**src/rtl/mdu.sv**
```systemverilog
// Iterative 32-bit multiply/divide unit with HI/LO registers for the EX stage.
// MULT/MULTU/DIV/DIVU take 33 busy cycles; MTHI/MTLO write HI/LO in one edge.
module mdu (
   input  logic        clk,
   input  logic        rst,
   input  logic        start,
   input  logic [2:0]  op,
   input  logic [31:0] a,
   input  logic [31:0] b,
   input  logic        flush,
   output logic        busy,
   output logic        done,
   output logic [31:0] hi,
   output logic [31:0] lo
);

   localparam logic [1:0] S_IDLE = 2'd0;
   localparam logic [1:0] S_RUN  = 2'd1;
   localparam logic [1:0] S_FIX  = 2'd2;

   logic [1:0]  state;
   logic [5:0]  cnt;
   logic        is_div;
   logic        res_neg;
   logic        rem_neg;
   logic        div_zero;
   logic [31:0] opa;
   logic [31:0] opb;
   logic [63:0] prod;
   logic [31:0] rem;

   logic        sgn;
   logic [31:0] mag_a;
   logic [31:0] mag_b;
   logic [32:0] mul_sum;
   logic [32:0] rem_sh;
   logic [32:0] rem_sub;
   logic        fits;

   always_comb begin
      sgn     = ~op[0];
      mag_a   = (sgn && a[31]) ? -a : a;
      mag_b   = (sgn && b[31]) ? -b : b;
      mul_sum = {1'b0, prod[63:32]} + (prod[0] ? {1'b0, opb} : '0);
      // prod[31:0] doubles as the dividend/quotient shift register when dividing
      rem_sh  = {rem, prod[31]};
      rem_sub = rem_sh - {1'b0, opb};
      fits    = ~rem_sub[32];
   end

   assign busy = (state != S_IDLE);

   always_ff @(posedge clk) begin
      if (!rst) begin
         state    <= S_IDLE;
         cnt      <= '0;
         done     <= 1'b0;
         hi       <= '0;
         lo       <= '0;
         is_div   <= 1'b0;
         res_neg  <= 1'b0;
         rem_neg  <= 1'b0;
         div_zero <= 1'b0;
         opa      <= '0;
         opb      <= '0;
         prod     <= '0;
         rem      <= '0;
      end else if (flush) begin
         state <= S_IDLE;
         cnt   <= '0;
         done  <= 1'b0;
      end else begin
         done <= 1'b0;
         case (state)
            S_IDLE: begin
               if (start) begin
                  if (!op[2]) begin
                     is_div   <= op[1];
                     res_neg  <= sgn & (a[31] ^ b[31]);
                     rem_neg  <= sgn & a[31];
                     div_zero <= (b == '0);
                     opa      <= a;
                     opb      <= op[1] ? mag_b : mag_a;
                     prod     <= {32'd0, op[1] ? mag_a : mag_b};
                     rem      <= '0;
                     cnt      <= '0;
                     state    <= S_RUN;
                  end else if (op == 3'b100) begin
                     hi <= a;
                  end else if (op == 3'b101) begin
                     lo <= a;
                  end
               end
            end
            S_RUN: begin
               if (is_div) begin
                  rem  <= fits ? rem_sub[31:0] : rem_sh[31:0];
                  prod <= {32'd0, prod[30:0], fits};
               end else begin
                  prod <= {mul_sum, prod[31:1]};
               end
               cnt <= cnt + 6'd1;
               if (cnt == 6'd31) state <= S_FIX;
            end
            S_FIX: begin
               if (is_div) begin
                  if (div_zero) begin
                     hi <= opa;
                     lo <= '1;
                  end else begin
                     lo <= res_neg ? -prod[31:0] : prod[31:0];
                     hi <= rem_neg ? -rem : rem;
                  end
               end else begin
                  {hi, lo} <= res_neg ? -prod : prod;
               end
               done  <= 1'b1;
               state <= S_IDLE;
            end
            default: state <= S_IDLE;
         endcase
      end
   end

endmodule

```
**config.mk**
```make
export PLATFORM = sky130hd
export DESIGN_NAME = mdu
export DESIGN_NICKNAME = d
export VERILOG_FILES = /design/src/rtl/mdu.sv
export SDC_FILE = /design/constraint.sdc
export NUM_CORES = 1
export LEC_CHECK = 0
export CORE_UTILIZATION = 37
export CTS_BUF_LIST = sky130_fd_sc_hd__clkbuf_8
export CTS_CLUSTER_SIZE = 24
export DETAILED_ROUTE_END_ITERATION = 8
export GPL_TIMING_DRIVEN = 0
export PLACE_DENSITY = 0.64
export SYNTH_ARGS = -nofsm -noshare
export SYNTH_HDL_FRONTEND = slang
export SYNTH_SLANG_ARGS = --single-unit
```
**constraint.sdc**
```tcl
create_clock -name clk -period 3.4 [get_ports clk]
set_clock_uncertainty 0.05 [all_clocks]
set_input_delay 0.68 -clock clk [delete_from_list [all_inputs] [get_ports clk]]
set_output_delay 0.68 -clock clk [all_outputs]
set_load 0.02 [all_outputs]
```
==> results.md <==
- Mean cell area of the mapped netlist: 7.589 um^2
- Setup violations, final: 2
- Root Buffer Master: sky130_fd_sc_hd__clkbuf_8
- Final hold violations: 0
- Total gr overflow: 0
- Number of antenna violations at the first check in global routing: 2
- Reg-to-reg critical path startpoint: prod[28]$_SDFFE_PN0P_
- Average wire per cell in the routed design: 27.20 um
- Fin crit share: 1.031
- Final critical-path setup slack: -0.1050 ns
- Most instantiated flip-flop cell in the synthesis netlist: sky130_fd_sc_hd__dfxtp_1
- Outcome: finished with violations
- Horizontal die dimension: 221.5 um
- Synthesis-to-finish area growth: 21.96%
- Commonest cells after routing, fill and taps aside: 313 x sky130_fd_sc_hd__nand2_1, 225 x sky130_fd_sc_hd__dfxtp_1, 166 x sky130_fd_sc_hd__o21ai_0
- Effective utilization at floorplan: 0.3740
- Net Sw Frac: 0.3379
- Share of synthesized area occupied by flip-flops and latches: 0.2663
- Final hold slack: 0.4053 ns
- Total power consumption of the routed design: 7752 uW
- Number of global-route vias before repair: 18,430
- Worst-Margin Slew: 1.138 ns
- Internal power of the cells: 5133 uW
- Buffer and inverter count on the worst path: 1
- Biggest cell delay along the critical path: 0.53 ns
- Wire length of the first global-routing pass: 124,000 um
- Seq pwr share: 0.380
- Total leakage power: 0.008068 uW
- Sw power: 2619 uW
- Highest ir drop seen on vdd: 230.0 uV
- Most frequent standard cell in the layout excluding fill and tap cells: sky130_fd_sc_hd__nand2_1
- Share of synthesized registers carrying an async set or reset: 0
- Max-slew headroom: 0.2414
- Most Frequent Cell on Critical Path: sky130_fd_sc_hd__or3_1
- Source-to-sink clock delay at the later pin of the worst-skew pair: 0.65 ns
- Fraction of post-synthesis cell area in the top cell type by area: 0.2663
- Total length of routed wires: 87,110 um
- Number of buffers created by CTS: 47
- #FFs+latches synth: 237
- Number of distinct library cell variants in the gate-level netlist after synthesis: 74
- Total core area: 47,650 um^2
- Number of top-level pins: 137
- FILL cells: 4,862
- Setup repair after global routing missed its margin: yes
- Final total negative setup slack: -0.1820 ns
- Tightest Hold Check Type: flip-flop to flip-flop
- Final period demand of the worst path: 3.505 ns
- Vias post-DR: 19,960
- Cell area after synthesis: 17,820 um^2
- Clock tree buffer depth: 3
- Crit path DAT: 4.03 ns
- Post-Synthesis Net Count: 2,490
- Utilization after layout: 0.4561
- Startpoint class of the critical path: flip-flop
- Count of cells along the worst register-to-register path: 10
- Failing checks: negative setup slack
- Leading post-synthesis cells by cell area: sky130_fd_sc_hd__dfxtp_1 27%, sky130_fd_sc_hd__nand2_1 6.6%, sky130_fd_sc_hd__xnor2_1 5.8%
- Starting DRC count in detailed routing: 2,158
- Setup slack, reg-to-reg: -0.10 ns
- Total Die Area: 49,040 um^2
- HPWL Detailed: 68,360 um
- Clock sinks: 237
- Synthesis warning total: 0
- Crit path capture type: flip-flop
- Placer's final routability congestion estimate: 1.004
- Router iterations before antenna repair: 6
- Clock share of power: 0.396
- Hold endpoint: hi[4]$_SDFFE_PN0P_
- Number of pins exceeding their max-slew limit in the final report: 0
- Largest delay share family, worst path: simple AND/OR/NAND/NOR gates
- Post-DR vias/cell: 6.235
- Number of maximum-capacitance violations: 0
- Number of remaining DRC errors: 0
- Number of nets in the finished design: 2,696
- Remaining number of nets flagged by the antenna check after routing: 0
- Mapped Cells: 2,348
- Cells traversed along the worst timing path: or3_1 > or2_2 > clkbuf_1 > nand2b_1 > or3_1 > o21a_1 > xnor2_1 > a2111oi_4 > a21oi_2 > a21oi_1
- Standard-cell rows: 80
- Die height: 221.5 um
- Endpoint of the worst-slack reg-to-reg timing path: hi[26]$_SDFFE_PN0P_
- Cell with the largest stage delay on the worst path: sky130_fd_sc_hd__or3_1
- Critical path class: flip-flop to flip-flop
- Power per unit of standard cell area: 356.7 nW/um^2
- Required time of the critical path: 3.93 ns
- TritonCTS clock tree: done
- Worst Hold Depth: 2
- Combinational fraction of design power: 0.225
- Number of enable flip-flop cells after synthesis: 0
- Critical path peak fanout: 7
- Proportion of layout cells with a drive suffix above 1: 0.09745
- Quantity of hold-fixing buffers added after cts: 0
- Startpoint of the most critical hold path: hi[4]$_SDFFE_PN0P_
- Count of H-tree levels built during CTS: 2
- CTS clk-pin slew, worst paths: 0.06 ns
- Port Buffer Count: 130
- Combined global-route utilization of all metal layers: 0.3413
- Cell type with the highest aggregate area in the netlist: sky130_fd_sc_hd__dfxtp_1
- Maximum achievable frequency: 285.3 MHz
- Worst setup path startpoint: prod[28]$_SDFFE_PN0P_
- Pin count of the biggest net entering global routing: 13
[Yosys cell counts (19+ instances only)]
| cell type | number |
|---|---|
| sky130_fd_sc_hd__a21boi_0 | 76 |
| sky130_fd_sc_hd__inv_1 | 63 |
| sky130_fd_sc_hd__o41ai_1 | 26 |
| sky130_fd_sc_hd__nand3_1 | 41 |
| sky130_fd_sc_hd__xor2_1 | 84 |
| sky130_fd_sc_hd__clkbuf_1 | 143 |
| sky130_fd_sc_hd__xnor2_1 | 117 |
| sky130_fd_sc_hd__o21ai_0 | 171 |
| sky130_fd_sc_hd__o31ai_1 | 47 |
| sky130_fd_sc_hd__nor3_1 | 31 |
| sky130_fd_sc_hd__mux2i_1 | 60 |
| sky130_fd_sc_hd__nand2_1 | 314 |
| sky130_fd_sc_hd__ha_1 | 69 |
| sky130_fd_sc_hd__nor2b_1 | 34 |
| sky130_fd_sc_hd__nor4_1 | 19 |
| sky130_fd_sc_hd__or4_1 | 22 |
| sky130_fd_sc_hd__nand2b_1 | 32 |
| sky130_fd_sc_hd__o221ai_1 | 24 |
| sky130_fd_sc_hd__a21o_1 | 28 |
| sky130_fd_sc_hd__mux2_2 | 20 |
| sky130_fd_sc_hd__a21oi_1 | 164 |
| sky130_fd_sc_hd__dfxtp_1 | 237 |
| sky130_fd_sc_hd__or3_1 | 31 |
| sky130_fd_sc_hd__nor2_1 | 160 |
| sky130_fd_sc_hd__o211ai_1 | 50 |
[state kept, by name, summed over array words and instances (netlist names)]
| name | count |
|---|---|
| hi | 32 |
| res_neg | 1 |
| done | 1 |
| state | 2 |
| div_zero | 1 |
| is_div | 1 |
| rem_neg | 1 |
| opb | 32 |
| lo | 32 |
| prod | 64 |
| cnt | 6 |
| rem | 32 |
| opa | 32 |
[layout make-up]
cell class / instances / area (um^2) / area share
clock buffers: 59 / 812.0 / 0.03737
flip-flops and latches: 237 / 4770 / 0.2195
diodes: 1 / 2.502 / 0.0001152
plain buffers: 154 / 633.1 / 0.02913
clock inverters: 22 / 135.1 / 0.006218
inverters: 63 / 236.5 / 0.01088
repair buffers: 166 / 1580 / 0.07272
well taps: 615 / 769.5 / 0.03541
multi-input cells: 1885 / 12790 / 0.5887
[how the worst max path moves through the flow]
stage,cells after the start,slack (ns),endpoint
4_1_cts,11,-0.27,hi[26]$_SDFFE_PN0P_
6_report,10,-0.10,hi[26]$_SDFFE_PN0P_
5_1_grt,12,-0.15,hi[26]$_SDFFE_PN0P_
3_5_place_dp,10,-1.63,hi[26]$_SDFFE_PN0P_
3_3_place_gp,10,-1.66,hi[26]$_SDFFE_PN0P_
2_1_floorplan,10,0.03,hi[26]$_SDFFE_PN0P_
[worst register-to-register path, stage by stage (launching register included)]
cell and delay, ns:
sky130_fd_sc_hd__dfxtp_1 0.45, sky130_fd_sc_hd__or3_1 0.54, sky130_fd_sc_hd__or2_2 0.33, sky130_fd_sc_hd__clkbuf_1 0.21, sky130_fd_sc_hd__nand2b_1 0.30, sky130_fd_sc_hd__or3_1 0.41
sky130_fd_sc_hd__o21a_1 0.22, sky130_fd_sc_hd__xnor2_1 0.19, sky130_fd_sc_hd__a2111oi_4 0.49, sky130_fd_sc_hd__a21oi_2 0.10, sky130_fd_sc_hd__a21oi_1 0.17
[per-layer routing]
metal,part of all wire,global-route usage,up-vias
li1,-,-,8953
met1,0.43,0.4633,9757
met2,0.44,0.5258,1065
met3,0.099,0.07250,186
met4,0.037,0.1346,2
met5,0.00022,0,-
[power groups by stage]
| stage | Clock, uW | Combinational [uW] | Sequential [uW] |
|---|---|---|---|
| 2_1_floorplan | 0 | 919 | 2960 |
| 3_3_place_gp | 0 | 1520 | 2990 |
| 3_5_place_dp | 0 | 1530 | 2990 |
| 4_1_cts | 3090 | 1590 | 2930 |
| 5_1_grt | 3210 | 1820 | 2940 |
| 6_report | 3070 | 1740 | 2940 |
[cells by family (layout without fill, tap and decap cells)]
family / Yosys count / after routing / synth area share
other: 0 / 1 / 0
and+or+nand+nor: 764 / 764 / 0.2018
AOI/OAI and AO/OA: 769 / 769 / 0.2882
DFF: 237 / 237 / 0.2663
muxes: 80 / 80 / 0.04635
xor gates and xnor gates: 201 / 201 / 0.09880
buffers and inverters: 226 / 464 / 0.04789
adders and majority gates: 71 / 71 / 0.05070
[timing repair]
action	in CTS	in global routing
setup buffers	10	25
setup endpoints to repair	122	104
resized for setup	52	99
pin swaps	12	19
[stage by stage]
step | worst slack (ns) | std cells | instance area [um^2]
global route | -0.1535 | 3202 | 21730
detailed placement | -1.627 | 3094 | 19910
floorplan | 0.02884 | 2348 | 17820
finish | -0.1050 | 3202 | 21730
CTS | -0.2742 | 3183 | 21100
global placement | -1.656 | 3093 | 19890
No activity file was read; power rests on OpenSTA's default activity.
